### src/rtl/tot_event_capture.sv
// tot_event_capture: time-over-threshold capture with timestamp, duration and saturation queued in a FIFO.
// Define TOT_DROP_COUNTER_EN to count dropped events on drop_count.
// Without it, drop_count is tied to 0.
module tot_event_capture #(
  parameter int TS_WIDTH   = 32,
  parameter int DUR_WIDTH  = 16,
  parameter int FIFO_DEPTH = 8,
  parameter int MIN_WIDTH  = 1
) (
  input  logic                          clk,
  input  logic                          reset_n,
  input  logic                          enable,
  input  logic                          clear,
  input  logic                          detect,
  output logic                          evt_valid,
  input  logic                          evt_ready,
  output logic [TS_WIDTH-1:0]           evt_timestamp,
  output logic [DUR_WIDTH-1:0]          evt_duration,
  output logic                          evt_saturated,
  output logic [$clog2(FIFO_DEPTH):0]   fifo_level,
  output logic                          overflow,
  output logic [15:0]                   drop_count
);
  localparam int AW = $clog2(FIFO_DEPTH);
  localparam int LW = AW + 1;
  localparam int EW = TS_WIDTH + DUR_WIDTH + 1;
  typedef enum logic {IDLE, ACTIVE} state_t;
  state_t               r_state;
  logic [TS_WIDTH-1:0]  r_ts;
  logic                 r_detect_q;
  logic [TS_WIDTH-1:0]  r_start_ts;
  logic [DUR_WIDTH-1:0] r_dur;
  logic                 r_sat;
  logic [EW-1:0]        r_mem [FIFO_DEPTH];
  logic [AW-1:0]        r_wr_ptr;
  logic [AW-1:0]        r_rd_ptr;
  logic [LW-1:0]        r_count;
  logic                 r_valid;
  logic                 r_overflow;
  logic [EW-1:0]        r_head;
  logic                 w_rise;
  logic                 w_push;
  logic                 w_pop;
  logic                 w_full;
  logic                 w_push_ok;
  logic                 w_drop;
  logic [EW-1:0]        w_wdata;
  logic [AW-1:0]        w_rd_next;
  logic [LW-1:0]        w_count_next;
  logic [LW-1:0]        w_after_pop;
  logic [EW-1:0]        w_head_next;
  assign w_rise       = detect & ~r_detect_q;
  assign w_push       = (r_state == ACTIVE) & enable & ~detect & (r_dur >= DUR_WIDTH'(MIN_WIDTH)) & ~clear;
  assign w_pop        = r_valid & evt_ready & ~clear;
  assign w_full       = r_count == LW'(FIFO_DEPTH);
  assign w_push_ok    = w_push & (~w_full | w_pop);
  assign w_drop       = w_push & w_full & ~w_pop;
  assign w_wdata      = {r_start_ts, r_dur, r_sat};
  assign w_rd_next    = r_rd_ptr + AW'(w_pop);
  assign w_after_pop  = r_count - LW'(w_pop);
  assign w_count_next = w_after_pop + LW'(w_push_ok);
  // A push into an otherwise-empty FIFO bypasses memory so the head register sees it immediately
  assign w_head_next  = (w_after_pop == '0) ? w_wdata : r_mem[w_rd_next];
  assign evt_valid    = r_valid;
  assign fifo_level   = r_count;
  assign overflow     = r_overflow;
  assign {evt_timestamp, evt_duration, evt_saturated} = r_head;
  // Free-running timestamp and registered detect for edge finding; clear leaves both alone
  always_ff @(posedge clk or negedge reset_n) begin
    if (!reset_n) begin
      r_ts       <= '0;
      r_detect_q <= 1'b0;
    end else begin
      r_ts       <= r_ts + 1'b1;
      r_detect_q <= detect;
    end
  end
  // Excursion tracker: enable low aborts, detect low ends the event, otherwise count with saturation
  always_ff @(posedge clk or negedge reset_n) begin
    if (!reset_n) begin
      r_state    <= IDLE;
      r_start_ts <= '0;
      r_dur      <= '0;
      r_sat      <= 1'b0;
    end else if (clear) begin
      r_state <= IDLE;
    end else if (r_state == IDLE) begin
      if (enable && w_rise) begin
        r_state    <= ACTIVE;
        r_start_ts <= r_ts;
        r_dur      <= DUR_WIDTH'(1);
        r_sat      <= 1'b0;
      end
    end else if (!enable || !detect) begin
      r_state <= IDLE;
    end else if (&r_dur) begin
      r_sat <= 1'b1;
    end else begin
      r_dur <= r_dur + 1'b1;
    end
  end
  // Event storage; only the write port lives here, the head is held in its own register
  always_ff @(posedge clk) begin
    if (w_push_ok) r_mem[r_wr_ptr] <= w_wdata;
  end
  // FIFO pointers, occupancy, sticky overflow and registered head entry
  always_ff @(posedge clk or negedge reset_n) begin
    if (!reset_n) begin
      r_wr_ptr   <= '0;
      r_rd_ptr   <= '0;
      r_count    <= '0;
      r_valid    <= 1'b0;
      r_overflow <= 1'b0;
      r_head     <= '0;
    end else if (clear) begin
      r_wr_ptr   <= '0;
      r_rd_ptr   <= '0;
      r_count    <= '0;
      r_valid    <= 1'b0;
      r_overflow <= 1'b0;
    end else begin
      r_wr_ptr <= r_wr_ptr + AW'(w_push_ok);
      r_rd_ptr <= w_rd_next;
      r_count  <= w_count_next;
      r_valid  <= w_count_next != '0;
      if (w_drop) r_overflow <= 1'b1;
      if (w_pop || w_push_ok) r_head <= w_head_next;
    end
  end
`ifdef TOT_DROP_COUNTER_EN
  logic [15:0] r_drop_count;
  assign drop_count = r_drop_count;
  // Saturating count of events lost to a full FIFO
  always_ff @(posedge clk or negedge reset_n) begin
    if (!reset_n) r_drop_count <= '0;
    else if (clear) r_drop_count <= '0;
    else if (w_drop && !(&r_drop_count)) r_drop_count <= r_drop_count + 1'b1;
  end
`else
  assign drop_count = '0;
`endif
endmodule

### config.mk
export PLATFORM = sky130hd
export DESIGN_NAME = tot_event_capture
export DESIGN_NICKNAME = d
export VERILOG_FILES = /design/src/rtl/tot_event_capture.sv
export SDC_FILE = /design/constraint.sdc
export NUM_CORES = 1
export LEC_CHECK = 0
export CORE_MARGIN = 2
export CORE_UTILIZATION = 55
export DETAILED_ROUTE_END_ITERATION = 10
export PLACE_DENSITY = 0.76
export SYNTH_ARGS = -nofsm -noshare
export SYNTH_HDL_FRONTEND = slang
export SYNTH_SLANG_ARGS = --single-unit
### constraint.sdc
create_clock -name clk -period 4.9 [get_ports clk]
set_input_delay 0.98 -clock clk [delete_from_list [all_inputs] [get_ports clk]]
set_output_delay 0.98 -clock clk [all_outputs]
set_load 0.02 [all_outputs]
==> summary.json <==
{
  "outcome": {
    "result_of_the_run": "finished, final reports clean"
  },
  "drt": {
    "drt_wl_total_um": 43440,
    "routedWlPerCell_um": 23.06,
    "drt_first_pass_iters": 5,
    "route.detailed.vias_per_inst": 5.891,
    "drcViolationCount": 0,
    "vias": 11100,
    "first_iter_violations": 850,
    "ant_nets": 0
  },
  "layout": {
    "postLayoutCellArea_um2": 24420,
    "fin_cells": 1884,
    "drive_gt1_share_pct": 16.84,
    "finish.net_count": 1341,
    "antenna-diode-count": 0,
    "filler_cell_count": 2650,
    "utilization_pct": 63.48,
    "area_growth_syn_to_layout_pct": 14.22
  },
  "power_and_ir_drop": {
    "clkPwrFrac_pct": 36.2,
    "static-leakage-power_uw": 0.008467,
    "vdd_drop_max_mv": 0.3945,
    "p_int_uw": 8153,
    "sequentialPowerShare_pct": 48.4,
    "power_switching_share_pct": 25.78,
    "combinationalPowerShare_pct": 15.4,
    "netSwitchingPower_uw": 2832,
    "pwr_density_cell_nw_per_um2": 449.9
  },
  "floorplanning": {
    "floorplan.initialDensity_pct": 55.57,
    "num_io_pins": 77,
    "die_width_um": 201.1,
    "num_rows": 72,
    "design.die.area_um2": 40460,
    "area_of_the_core_region_um2": 38470,
    "die_height_um": 201.1
  },
  "synthesis": {
    "synth-seq-area-share_pct": 71.92,
    "synth_most_common_cell": "sky130_fd_sc_hd__edfxtp_1",
    "synth_edf_count": 392,
    "synth.top_cells.by_count": "sky130_fd_sc_hd__edfxtp_1, sky130_fd_sc_hd__dfrtp_1, sky130_fd_sc_hd__nand2_1",
    "synth_warnings": 0,
    "fraction_of_synthesized_cell_area_taken_by_the_top_area_cell_type_pct": 55.07,
    "synthesis.area_um2": 21380,
    "ys_top_cells_by_area": "sky130_fd_sc_hd__edfxtp_1, sky130_fd_sc_hd__dfrtp_1, sky130_fd_sc_hd__mux4_2",
    "postSynthCellCount": 1238,
    "postSynthRegisterBits": 536,
    "ys.flop_type": "sky130_fd_sc_hd__edfxtp_1",
    "syn_avg_cell_area_um2": 17.27,
    "synth_area_leader_cell": "sky130_fd_sc_hd__edfxtp_1",
    "ys_async_sr_fraction_pct": 26.87,
    "yosys.cell_types.count": 55
  },
  "global_routing": {
    "grt_busiest_layer": "met2",
    "grt_use_met1_pct": 29.80,
    "global_route.overflow_total": 0,
    "grt_pass1_vias": 11630,
    "grt_util_overall_pct": 22.06,
    "grt_first_pass_wirelength_um": 67490,
    "grt.met2_usage_pct": 36.75,
    "antenna_found_initial": 0,
    "grt_max_degree": 95,
    "grt_use_met3_pct": 3.401
  },
  "clocking": {
    "cts_repair_resize_count": 0,
    "clk_latency_ns": 0.59,
    "hold_buffers": 0,
    "cts-htree-levels": 2,
    "cts_tree": "yes",
    "post-cts-setup-buffers": 0,
    "max-clock-path-buffers": 3,
    "clock_sinks": 536,
    "clock_tree.root_cell": "sky130_fd_sc_hd__clkbuf_16",
    "cts.reportedPaths.clkPinSlew_ns": 0.06,
    "cts-buffers-inserted": 52
  },
  "timing": {
    "layout_min_cycle_time_ns": 3.738,
    "timing.max_slew.rel_slack_pct": 27.04,
    "worstMarginPinSlew_ns": 1.091,
    "report.final.slew_viol_count": 0,
    "timing.final.hold_violations": 0,
    "finalSetupViolations": 0,
    "timing.final.crit_share_pct": 76.28,
    "clock-skew-final_ns": 0.02253,
    "achievable-frequency_ghz": 0.2676,
    "setup-tns-final_ns": 0,
    "worst_hold_slack_ns": 0.4814,
    "grt_setup_unrepaired": "false"
  },
  "setup_path": {
    "end_kind": "flip-flop",
    "setup.worst_path.start": "clear",
    "critical_path.cell_chain": "clkdlybuf4s50_1 > buf_4 > nor2_1 > ha_1 > nor3b_2 > xnor2_2 > or4b_4 > buf_4 > and2_0 > o2bb2ai_1",
    "worst_path_most_repeated_cell": "sky130_fd_sc_hd__buf_4",
    "rr_startpoint": "evt_valid",
    "cp_data_arrival_time_ns": 4.25,
    "regToRegEndpoint": "r_head[16]",
    "reg2regPathDepth": 9,
    "timing.critical_path.max_delay_family": "simple AND/OR/NAND/NOR gates",
    "timing_worst_setup_path_type": "in -> reg",
    "critical_path.slowest_cell": "sky130_fd_sc_hd__or4b_4",
    "worstSetupPathDepth": 10,
    "worst-path-max-fanout": 53,
    "timing.critical_path.slowest_cell_delay_ns": 0.78,
    "timing.critical_path.buf_inv": 3,
    "setup.worst_path.end": "r_head[16]",
    "rrSetupSlack_ns": 1.79,
    "crit_required_ns": 5.41,
    "critical_path.startpoint_type": "primary input"
  },
  "job": {
    "drv.max_cap_violation_count": 0
  },
  "place": {
    "place.gp.congestion": 0.8101,
    "port-buffer-count": 60,
    "total_instance_count_after_detailed_placement": 1787,
    "place.detailed.hpwl_um": 23610,
    "placement.cell_area_um2": 22720
  },
  "min_path": {
    "hold_class": "reg -> reg",
    "hold_path.startpoint": "r_ts[31]"
  }
}
-- routing by layer --
metal | up-vias | share of wire, %
met1 | 5747 | 41
met2 | 366 | 50
met5 | - | 0
met3 | 90 | 5.6
met4 | 0 | 3.0
li1 | 4896 | -
-- cell families (layout without fill, tap and decap cells) --
| kind of cell | count (synthesis) | after routing | share of synthesized area (%) |
|---|---|---|---|
| buffers and inverters | 89 | 202 | 2.142 |
| DFF | 536 | 536 | 71.92 |
| adders and majority gates | 12 | 12 | 0.7024 |
| AOI/OAI and AO/OA | 116 | 116 | 3.693 |
| xor gates and xnor gates | 48 | 48 | 2.002 |
| and+or+nand+nor | 288 | 288 | 6.971 |
| muxes | 148 | 148 | 12.55 |
| other | 1 | 16 | 0.01754 |
-- placed cells by master (no fill, tap or decap), types with 7 or more instances in the layout --
| cell type | netlist | routed |
|---|---|---|
| sky130_fd_sc_hd__and2_0 | 40 | 40 |
| sky130_fd_sc_hd__and2_1 | 9 | 9 |
| sky130_fd_sc_hd__buf_4 | 17 | 27 |
| sky130_fd_sc_hd__clkbuf_1 | 20 | 15 |
| sky130_fd_sc_hd__clkbuf_16 | 0 | 52 |
| sky130_fd_sc_hd__clkdlybuf4s50_1 | 0 | 59 |
| sky130_fd_sc_hd__clkinv_1 | 0 | 7 |
| sky130_fd_sc_hd__clkinv_2 | 0 | 9 |
| sky130_fd_sc_hd__conb_1 | 1 | 16 |
| sky130_fd_sc_hd__dfrtp_1 | 144 | 144 |
| sky130_fd_sc_hd__edfxtp_1 | 392 | 392 |
| sky130_fd_sc_hd__ha_1 | 12 | 10 |
| sky130_fd_sc_hd__inv_1 | 11 | 11 |
| sky130_fd_sc_hd__mux2i_1 | 52 | 52 |
| sky130_fd_sc_hd__mux4_2 | 96 | 96 |
| sky130_fd_sc_hd__nand2_1 | 112 | 112 |
| sky130_fd_sc_hd__nand3_1 | 24 | 24 |
| sky130_fd_sc_hd__nand4_1 | 9 | 9 |
| sky130_fd_sc_hd__nor2_1 | 37 | 31 |
| sky130_fd_sc_hd__nor2_4 | 0 | 7 |
| sky130_fd_sc_hd__nor2b_1 | 10 | 10 |
| sky130_fd_sc_hd__o21ai_1 | 49 | 49 |
| sky130_fd_sc_hd__o2bb2ai_1 | 48 | 48 |
| sky130_fd_sc_hd__xnor2_1 | 35 | 35 |
| sky130_fd_sc_hd__xor2_1 | 12 | 11 |
-- final cells by class --
class                      instances  area, um2  share of cell area, %
inverter                          12      45.04                 0.1845
multi-input combinational        628       5727                  23.45
timing repair buffer              93      924.6                  3.787
clock inverter                    27      299.0                  1.225
clock buffer                      70       1399                  5.729
sequential                       536      15370                  62.97
tap                              518      648.1                  2.654
-- power groups by stage --
stage / clock (uW) / sequential, uW / combinational (uW)
after floorplan: 0 / 5550 / 845
after global placement: 0 / 5410 / 1680
after detailed placement: 0 / 5400 / 1720
after CTS: 4040 / 5320 / 1720
after global routing: 4220 / 5340 / 1810
final: 3970 / 5320 / 1690
-- worst min path at each step --
stage / endpoint / slack (ns) / cells past startpoint
final: r_ts[31] / 0.48 / 1
after CTS: r_ts[31] / 0.48 / 1
after floorplan: r_ts[31] / 0.45 / 1
after detailed placement: r_ts[31] / 0.47 / 1
after global placement: r_ts[31] / 0.47 / 1
after global routing: r_head[11] / 0.50 / 1
-- per-stage QoR --
| step | worst slack [ns] | total power (uW) |
|---|---|---|
| after floorplan | 0.6848 | 6398 |
| after global placement | 0.7116 | 7090 |
| after detailed placement | 0.5128 | 7122 |
| after CTS | 1.145 | 11080 |
| after global routing | 0.9395 | 11380 |
| final | 1.162 | 10990 |
-- state kept, by name, summed over array words and instances (netlist names) --
register,count
r_sat,1
r_rd_ptr,3
r_dur,16
overflow,1
r_head,49
r_state,1
r_start_ts,32
r_wr_ptr,3
r_detect_q,1
evt_valid,1
fifo_level,4
r_ts,32
r_mem,392
(Power assumes the default switching activity.)
